<file path="src/rtl/noc_pkg.sv">
// Shared NoC router definitions: port directions, flit field positions, route-unit states.
package noc_pkg;

    typedef logic [4:0] port_req_t;

    localparam port_req_t DIR_N    = 5'b00001;
    localparam port_req_t DIR_S    = 5'b00010;
    localparam port_req_t DIR_E    = 5'b00100;
    localparam port_req_t DIR_W    = 5'b01000;
    localparam port_req_t DIR_L    = 5'b10000;
    localparam port_req_t DIR_NONE = 5'b00000;

    // Destination address sits in the low byte of every flit.
    localparam int unsigned ADDR_LSB = 0;
    localparam int unsigned ADDR_MSB = 7;

    // Head and tail markers are the two top bits, whatever the flit width.
    function automatic int unsigned head_bit(input int unsigned flit_w);
        return flit_w - 1;
    endfunction

    function automatic int unsigned tail_bit(input int unsigned flit_w);
        return flit_w - 2;
    endfunction

    localparam logic [1:0] ST_IDLE   = 2'd0;
    localparam logic [1:0] ST_ROUTED = 2'd1;
    localparam logic [1:0] ST_DROP   = 2'd2;

    typedef enum logic [1:0] {
        IDLE   = ST_IDLE,
        ROUTED = ST_ROUTED,
        DROP   = ST_DROP
    } rcu_state_e;

endpackage

</file>
<file path="src/rtl/route_compute_unit_if.sv">
// Per-channel queue/allocator handshake bundle between the input queues, the route unit and the allocator.
interface route_compute_unit_if #(
    parameter int unsigned NUM_IN = 5,
    parameter int unsigned FLIT_W = 16
);
    import noc_pkg::*;

    logic      [NUM_IN-1:0]             valid_i;
    logic      [NUM_IN-1:0][FLIT_W-1:0] flit_i;
    logic      [NUM_IN-1:0]             ready_o;
    port_req_t [NUM_IN-1:0]             req_o;
    logic      [NUM_IN-1:0]             grant_i;
    logic      [NUM_IN-1:0]             err_o;

    modport master (
        output valid_i, flit_i, grant_i,
        input  ready_o, req_o, err_o
    );

    modport slave (
        input  valid_i, flit_i, grant_i,
        output ready_o, req_o, err_o
    );

endinterface

</file>
<file path="src/rtl/route_calc.sv">
// Dimension-ordered route selection for one destination address against this router's one-hot coordinates.
module route_calc
    import noc_pkg::*;
#(
    parameter int unsigned COORD_W  = 4,
    parameter bit          YX_FIRST = 1'b1
) (
    input  logic [2*COORD_W-1:0] dst,
    input  logic [2*COORD_W-1:0] myaddr,
    output port_req_t            route
);

    logic [COORD_W-1:0] dst_x, dst_y, my_x, my_y;
    port_req_t          y_dir, x_dir;
    logic               addr_ok;

    assign dst_x = dst[2*COORD_W-1:COORD_W];
    assign dst_y = dst[COORD_W-1:0];
    assign my_x  = myaddr[2*COORD_W-1:COORD_W];
    assign my_y  = myaddr[COORD_W-1:0];

    function automatic logic one_hot(input logic [COORD_W-1:0] v);
        return (v != '0) && ((v & (v - COORD_W'(1))) == '0);
    endfunction

    assign addr_ok = one_hot(dst_x) && one_hot(dst_y);

    // One-hot fields compare correctly as plain unsigned numbers.
    always_comb begin
        y_dir = DIR_NONE;
        x_dir = DIR_NONE;
        if (dst_y < my_y)
            y_dir = DIR_S;
        else if (dst_y > my_y)
            y_dir = DIR_N;
        if (dst_x < my_x)
            x_dir = DIR_E;
        else if (dst_x > my_x)
            x_dir = DIR_W;
    end

    always_comb begin
        route = DIR_NONE;
        if (addr_ok) begin
            if (YX_FIRST)
                route = (y_dir != DIR_NONE) ? y_dir : ((x_dir != DIR_NONE) ? x_dir : DIR_L);
            else
                route = (x_dir != DIR_NONE) ? x_dir : ((y_dir != DIR_NONE) ? y_dir : DIR_L);
        end
    end

endmodule

</file>
<file path="src/rtl/route_compute_unit.sv">
// Per-channel route latching for one mesh router: holds each packet's port request until its tail pops,
// drains packets with malformed addresses and counts them.
module route_compute_unit
    import noc_pkg::*;
#(
    parameter int unsigned NUM_IN   = 5,
    parameter int unsigned FLIT_W   = 16,
    parameter int unsigned COORD_W  = 4,
    parameter bit          YX_FIRST = 1'b1,
    parameter int unsigned CNT_W    = 8
) (
    input  logic                 clk,
    input  logic                 rst,
    input  logic [2*COORD_W-1:0] myaddr_i,
    route_compute_unit_if.slave  rcu,
    output logic [CNT_W-1:0]     drop_cnt_o
);

    localparam int unsigned AW    = 2 * COORD_W;
    localparam int unsigned HB    = head_bit(FLIT_W);
    localparam int unsigned TB    = tail_bit(FLIT_W);
    localparam int unsigned SUM_W = $clog2(NUM_IN + 1);
    localparam int unsigned CW1   = CNT_W + 1;

    rcu_state_e              state_q [NUM_IN];
    rcu_state_e              state_d [NUM_IN];
    port_req_t [NUM_IN-1:0]  req_q, req_d;
    port_req_t               route   [NUM_IN];
    logic      [NUM_IN-1:0]  ready, err, drop_done;
    logic      [SUM_W-1:0]   drop_sum;
    logic      [CW1-1:0]     cnt_sum;
    logic      [CNT_W-1:0]   cnt_q, cnt_d;

    for (genvar g = 0; g < NUM_IN; g++) begin : g_route
        route_calc #(
            .COORD_W  (COORD_W),
            .YX_FIRST (YX_FIRST)
        ) u_route_calc (
            .dst    (rcu.flit_i[g][ADDR_LSB +: AW]),
            .myaddr (myaddr_i),
            .route  (route[g])
        );
    end

    always_comb begin
        req_d     = req_q;
        ready     = '0;
        err       = '0;
        drop_done = '0;
        for (int unsigned i = 0; i < NUM_IN; i++) begin
            state_d[i] = state_q[i];
            unique case (state_q[i])
                IDLE: begin
                    if (rcu.valid_i[i]) begin
                        if (rcu.flit_i[i][HB]) begin
                            // Head stays queued; it is popped later under the chosen policy.
                            if (route[i] != DIR_NONE) begin
                                state_d[i] = ROUTED;
                                req_d[i]   = route[i];
                            end else begin
                                state_d[i] = DROP;
                            end
                        end else begin
                            ready[i] = 1'b1;
                            err[i]   = 1'b1;
                        end
                    end
                end
                ROUTED: begin
                    if (rcu.valid_i[i] && rcu.grant_i[i]) begin
                        ready[i] = 1'b1;
                        if (rcu.flit_i[i][TB]) begin
                            state_d[i] = IDLE;
                            req_d[i]   = DIR_NONE;
                        end
                    end
                end
                DROP: begin
                    if (rcu.valid_i[i]) begin
                        ready[i] = 1'b1;
                        if (rcu.flit_i[i][TB]) begin
                            err[i]       = 1'b1;
                            drop_done[i] = 1'b1;
                            state_d[i]   = IDLE;
                        end
                    end
                end
                default: begin
                    state_d[i] = IDLE;
                    req_d[i]   = DIR_NONE;
                end
            endcase
        end
    end

    // Several channels may finish a drop in the same cycle; add them all, then clamp.
    always_comb begin
        drop_sum = '0;
        for (int unsigned i = 0; i < NUM_IN; i++)
            drop_sum = drop_sum + SUM_W'(drop_done[i]);
        cnt_sum = {1'b0, cnt_q} + CW1'(drop_sum);
        cnt_d   = cnt_sum[CNT_W] ? '1 : cnt_sum[CNT_W-1:0];
    end

    always_ff @(posedge clk) begin
        if (rst) begin
            for (int unsigned i = 0; i < NUM_IN; i++)
                state_q[i] <= IDLE;
            req_q <= '0;
            cnt_q <= '0;
        end else begin
            for (int unsigned i = 0; i < NUM_IN; i++)
                state_q[i] <= state_d[i];
            req_q <= req_d;
            cnt_q <= cnt_d;
        end
    end

    assign rcu.ready_o = rst ? '0 : ready;
    assign rcu.err_o   = rst ? '0 : err;
    assign rcu.req_o   = req_q;
    assign drop_cnt_o  = cnt_q;

endmodule

</file>
<file path="src/flat_wrapper.sv">
// flat-port wrapper written by rule: the top's interface ports become plain ports
module route_compute_unit_flat import noc_pkg::*;
#(
    parameter int unsigned NUM_IN   = 5,
    parameter int unsigned FLIT_W   = 16,
    parameter int unsigned COORD_W  = 4,
    parameter bit          YX_FIRST = 1'b1,
    parameter int unsigned CNT_W    = 8
)
  (clk, rst, myaddr_i, drop_cnt_o, rcu_valid_i, rcu_flit_i, rcu_grant_i, rcu_ready_o, rcu_req_o, rcu_err_o);
  route_compute_unit_if #(.NUM_IN(NUM_IN), .FLIT_W(FLIT_W)) rcu_i ();
  input  logic clk;
  input  logic rst;
  input  logic [2*COORD_W-1:0] myaddr_i;
  output logic [CNT_W-1:0] drop_cnt_o;
  input wire logic [$bits(rcu_i.valid_i)-1:0] rcu_valid_i;
  input wire logic [$bits(rcu_i.flit_i)-1:0] rcu_flit_i;
  input wire logic [$bits(rcu_i.grant_i)-1:0] rcu_grant_i;
  output wire logic [$bits(rcu_i.ready_o)-1:0] rcu_ready_o;
  output wire logic [$bits(rcu_i.req_o)-1:0] rcu_req_o;
  output wire logic [$bits(rcu_i.err_o)-1:0] rcu_err_o;
  assign rcu_i.valid_i = rcu_valid_i;
  assign rcu_i.flit_i = rcu_flit_i;
  assign rcu_i.grant_i = rcu_grant_i;
  assign rcu_ready_o = rcu_i.ready_o;
  assign rcu_req_o = rcu_i.req_o;
  assign rcu_err_o = rcu_i.err_o;
  route_compute_unit #(.NUM_IN(NUM_IN), .FLIT_W(FLIT_W), .COORD_W(COORD_W), .YX_FIRST(YX_FIRST), .CNT_W(CNT_W)) u_core (.clk(clk), .rst(rst), .myaddr_i(myaddr_i), .rcu(rcu_i), .drop_cnt_o(drop_cnt_o));
endmodule
</file>
<file path="config.mk">
export PLATFORM = sky130hd
export DESIGN_NAME = route_compute_unit_flat
export DESIGN_NICKNAME = d
export VERILOG_FILES = /design/src/rtl/noc_pkg.sv /design/src/rtl/route_compute_unit_if.sv /design/src/rtl/route_calc.sv /design/src/rtl/route_compute_unit.sv /design/src/flat_wrapper.sv
export SDC_FILE = /design/constraint.sdc
export NUM_CORES = 1
export LEC_CHECK = 0
export CORE_ASPECT_RATIO = 0.75
export CORE_MARGIN = 10
export CORE_UTILIZATION = 46
export DETAILED_ROUTE_END_ITERATION = 6
export PLACE_DENSITY_LB_ADDON = 0.25
export SLEW_MARGIN = 30
export SYNTH_ARGS = -nofsm -noshare
export SYNTH_HDL_FRONTEND = slang
export SYNTH_SLANG_ARGS = --single-unit
</file>
<file path="constraint.sdc">
create_clock -name clk -period 4.9 [get_ports clk]
set_clock_uncertainty 0.15 [all_clocks]
set_input_delay 1.225 -clock clk [delete_from_list [all_inputs] [get_ports clk]]
set_output_delay 1.225 -clock clk [all_outputs]
set_load 0.005 [all_outputs]
</file>
==> impl_metrics.py <==
metrics = {
    "clocking": {
        "cts_max_level": 2,
        "path_clk_slew_ps": 60,
        "cts_buffer_depth": 2,
        "clkSinkCount": 43,
        "post_cts.repair.setup_buffers": 0,
        "tritoncts": "built",
        "clock_latency_ps": 280,
        "cts_buffers": 5,
        "root_buffer": "clkbuf_16",
    },
    "timing": {
        "hold_viol": 0,
        "max-slew-margin-rel": 0.6852,
        "fmax_ghz": 0.2131,
        "fin_tns_setup_ps": 0,
        "rsz0062_at_grt": "no",
        "maxSlewViolCount": 0,
        "fin_crit_ps": 4693,
        "min_period_over_period": 0.9578,
        "tightest_slew_ps": 470.8,
        "setup_viol": 0,
    },
    "drt": {
        "antenna_left": 0,
        "wirelength_microns": 11420,
        "drt_iter0_drc": 165,
        "firstDrtPassIters": 5,
        "via_per_inst": 5.406,
        "wire_per_inst_microns": 15.84,
        "vias": 3898,
        "drc": 0,
    },
    "die": {
        "initial_core_util": 0.4678,
        "rows": 29,
        "dieWidth_microns": 126.6,
        "dieArea_sq_mm": 0.01266,
        "die_y_microns": 99.96,
        "io_pins": 143,
        "coreArea_sq_mm": 0.008382,
    },
    "global_route": {
        "overflow": 0,
        "grt_pass1_wl_microns": 18880,
        "grt_pass1_vias": 3856,
        "grt_max_degree": 37,
        "track_usage": 0.1766,
        "antenna_found_initial": 0,
    },
    "logic_synthesis": {
        "syn_inst": 489,
        "synth.yosys.seq_area_share": 0.2195,
        "ys.flop_type": "dfxtp_1",
        "synth.avg_cell_area_sq_um": 8.019,
        "ys_seq_elements": 43,
        "synth.cell_area_sq_mm": 0.003921,
        "synthArstFlopShare": 0,
        "syn_nets": 657,
        "synthDistinctLibCells": 59,
        "ys_warn_count": 0,
        "synth_edf_count": 0,
    },
    "finish": {
        "n_antenna_cell": 0,
        "n_fill_cell": 742,
        "drive_gt1_frac": 0.06036,
        "syn2layout_area_growth_pct": 37.14,
        "finalNetCount": 780,
    },
    "placed_design": {
        "port_buffers": 112,
        "hpwl_microns": 9365,
        "place.gp.congestion": 0.8401,
    },
    "worst_setup_path": {
        "crit_path_start_kind": "input pin",
        "cpPeakStageDelay_ps": 510,
        "critical_path_class": "in2reg",
        "cp.arrival_ps": 4700,
        "critical_path_required_ps": 4910,
        "cp_cell_sequence": "clkdlybuf4s50_1 > and3_1 > ha_1 > fa_1 > ha_1 > fa_1 > inv_1 > fa_1 > inv_1 > a21oi_1 > nor3b_2 > buf_4 > and3b_1 > nor3_1",
        "path_common_cell": "fa_1",
        "crit_slowest_cell": "fa_1",
        "critPathMaxFanout": 2,
        "setup.worst_path.end_class": "flop",
    },
    "power": {
        "leakage_nw": 2.260,
        "finalPower_w": 0.001104,
        "power-per-cell-area_mw_per_mm2": 205.4,
        "irDropWorstVdd_uv": 152.7,
    },
    "worst_hold_path": {
        "min_path_type": "reg2reg",
    },
    "outcome": {
        "status": "finished, final reports clean",
    },
    "run": {
        "drv_cap": 0,
    },
}
==> worst paths after layout <==
path,start,to,slack (ps),cells past startpoint
worst max register to register,u_core.state_q[0][2],u_core.drop_cnt_o[6],870,15
worst max-delay path,rcu_flit_i[30],u_core.drop_cnt_o[6],210,14
worst min register to register,u_core.rcu.req_o[2],u_core.rcu.req_o[2],300,2
worst min-delay path,u_core.rcu.req_o[2],u_core.rcu.req_o[2],300,2
==> cells in the mapped netlist (3+ instances only) <==
library cell   n  area share
ha_1          65        0.21
inv_1         64       0.061
a21oi_1       46       0.059
dfxtp_1       43        0.22
nand2_1       38       0.036
nor2_1        35       0.034
nand2b_1      13       0.021
nor3_1        13       0.017
nand3_1       12       0.015
o21ai_0       12       0.015
mux2i_1       11       0.028
nand4_1       11       0.018
xnor2_1        9       0.020
a211oi_1       8       0.015
and3_1         6      0.0096
nor2b_1        6      0.0096
nor4b_1        6       0.013
o21a_1         5      0.0096
xor2_1         5       0.011
a221oi_1       4      0.0089
mux2_2         4       0.011
nor3b_1        4      0.0077
o211ai_1       4      0.0077
o221a_2        4       0.011
o32ai_1        4      0.0089
clkbuf_1       3      0.0029
fa_1           3       0.015
nand3b_1       3      0.0057
o22ai_1        3      0.0048
o31ai_1        3      0.0057
==> per-layer routing <==
metal | vias up | routed length [microns] | global-route usage
met5 | - | 0 | 0
met4 | 0 | 54 | 0.03144
met3 | 4 | 543 | 0.03528
met2 | 109 | 5330 | 0.3047
met1 | 1789 | 5491 | 0.2248
li1 | 1996 | - | -
==> final cells by class <==
type                       instances  area, sq um  area share
clock buffer                       5        125.1     0.02327
clock inverter                     3        23.77    0.004421
inverter                          65        245.2     0.04560
multi-input combinational        376         2799      0.5205
sequential                        43        860.8      0.1601
tap                              108        135.1     0.02513
timing repair buffer             121         1189      0.2210
==> logic make-up after synthesis <==
logic type      synth area share
buf+inv                  0.06924
simple gates              0.2106
xor+xnor                 0.03127
compound gates            0.2071
fa+ha+maj                 0.2227
mux                      0.03957
flops                     0.2195
==> stage by stage <==
stage               instance area [sq um]  worst slack (ps)  hold slack [ps]  cells    util
global placement                     5219            -76.63            298.9    713  0.6226
CTS                                  5368             160.8            306.8    721  0.6404
global route                         5378             12.35            321.0    721  0.6416
finish                               5378             206.6            304.9    721  0.6416
floorplan                            3921             571.1            294.7    489       -
detailed placement                   5219            -145.3            297.5    713  0.6226
==> power by group <==
part           internal [W]  switching [W]  total, W
Combinational      0.000191       0.000207  0.000398
Sequential         0.000363      0.0000113  0.000374
Clock              0.000190       0.000142  0.000333
Total              0.000744       0.000360   0.00110
==> sequential cells by signal, indices dropped and copies added, names as in the netlist <==
name / cells
u_core.rcu.req_o: 25
u_core.state_q: 10
u_core.drop_cnt_o: 8
==> repair_timing <==
action,CTS,global route
endpoints found under the hold margin,0,0
gates resized for setup,0,2
endpoints found under the setup margin,0,7
hold buffers,0,0
==> placed cells by master (no fill, tap or decap), types with 12 or more instances in the layout <==
cell / synthesis / routed
clkdlybuf4s50_1: 0 / 112
o21ai_0: 12 / 12
nand2b_1: 13 / 13
ha_1: 65 / 65
dfxtp_1: 43 / 43
inv_1: 64 / 64
a21oi_1: 46 / 46
nand2_1: 38 / 38
nor3_1: 13 / 13
nor2_1: 35 / 35
==> worst max-delay path: cells and delay by family <==
kind / cells / cell delay [ps]
compound gates: 1 / 90
fa+ha+maj: 5 / 1940
buf+inv: 4 / 750
simple gates: 4 / 690
Power figures use the tool's default switching activity.
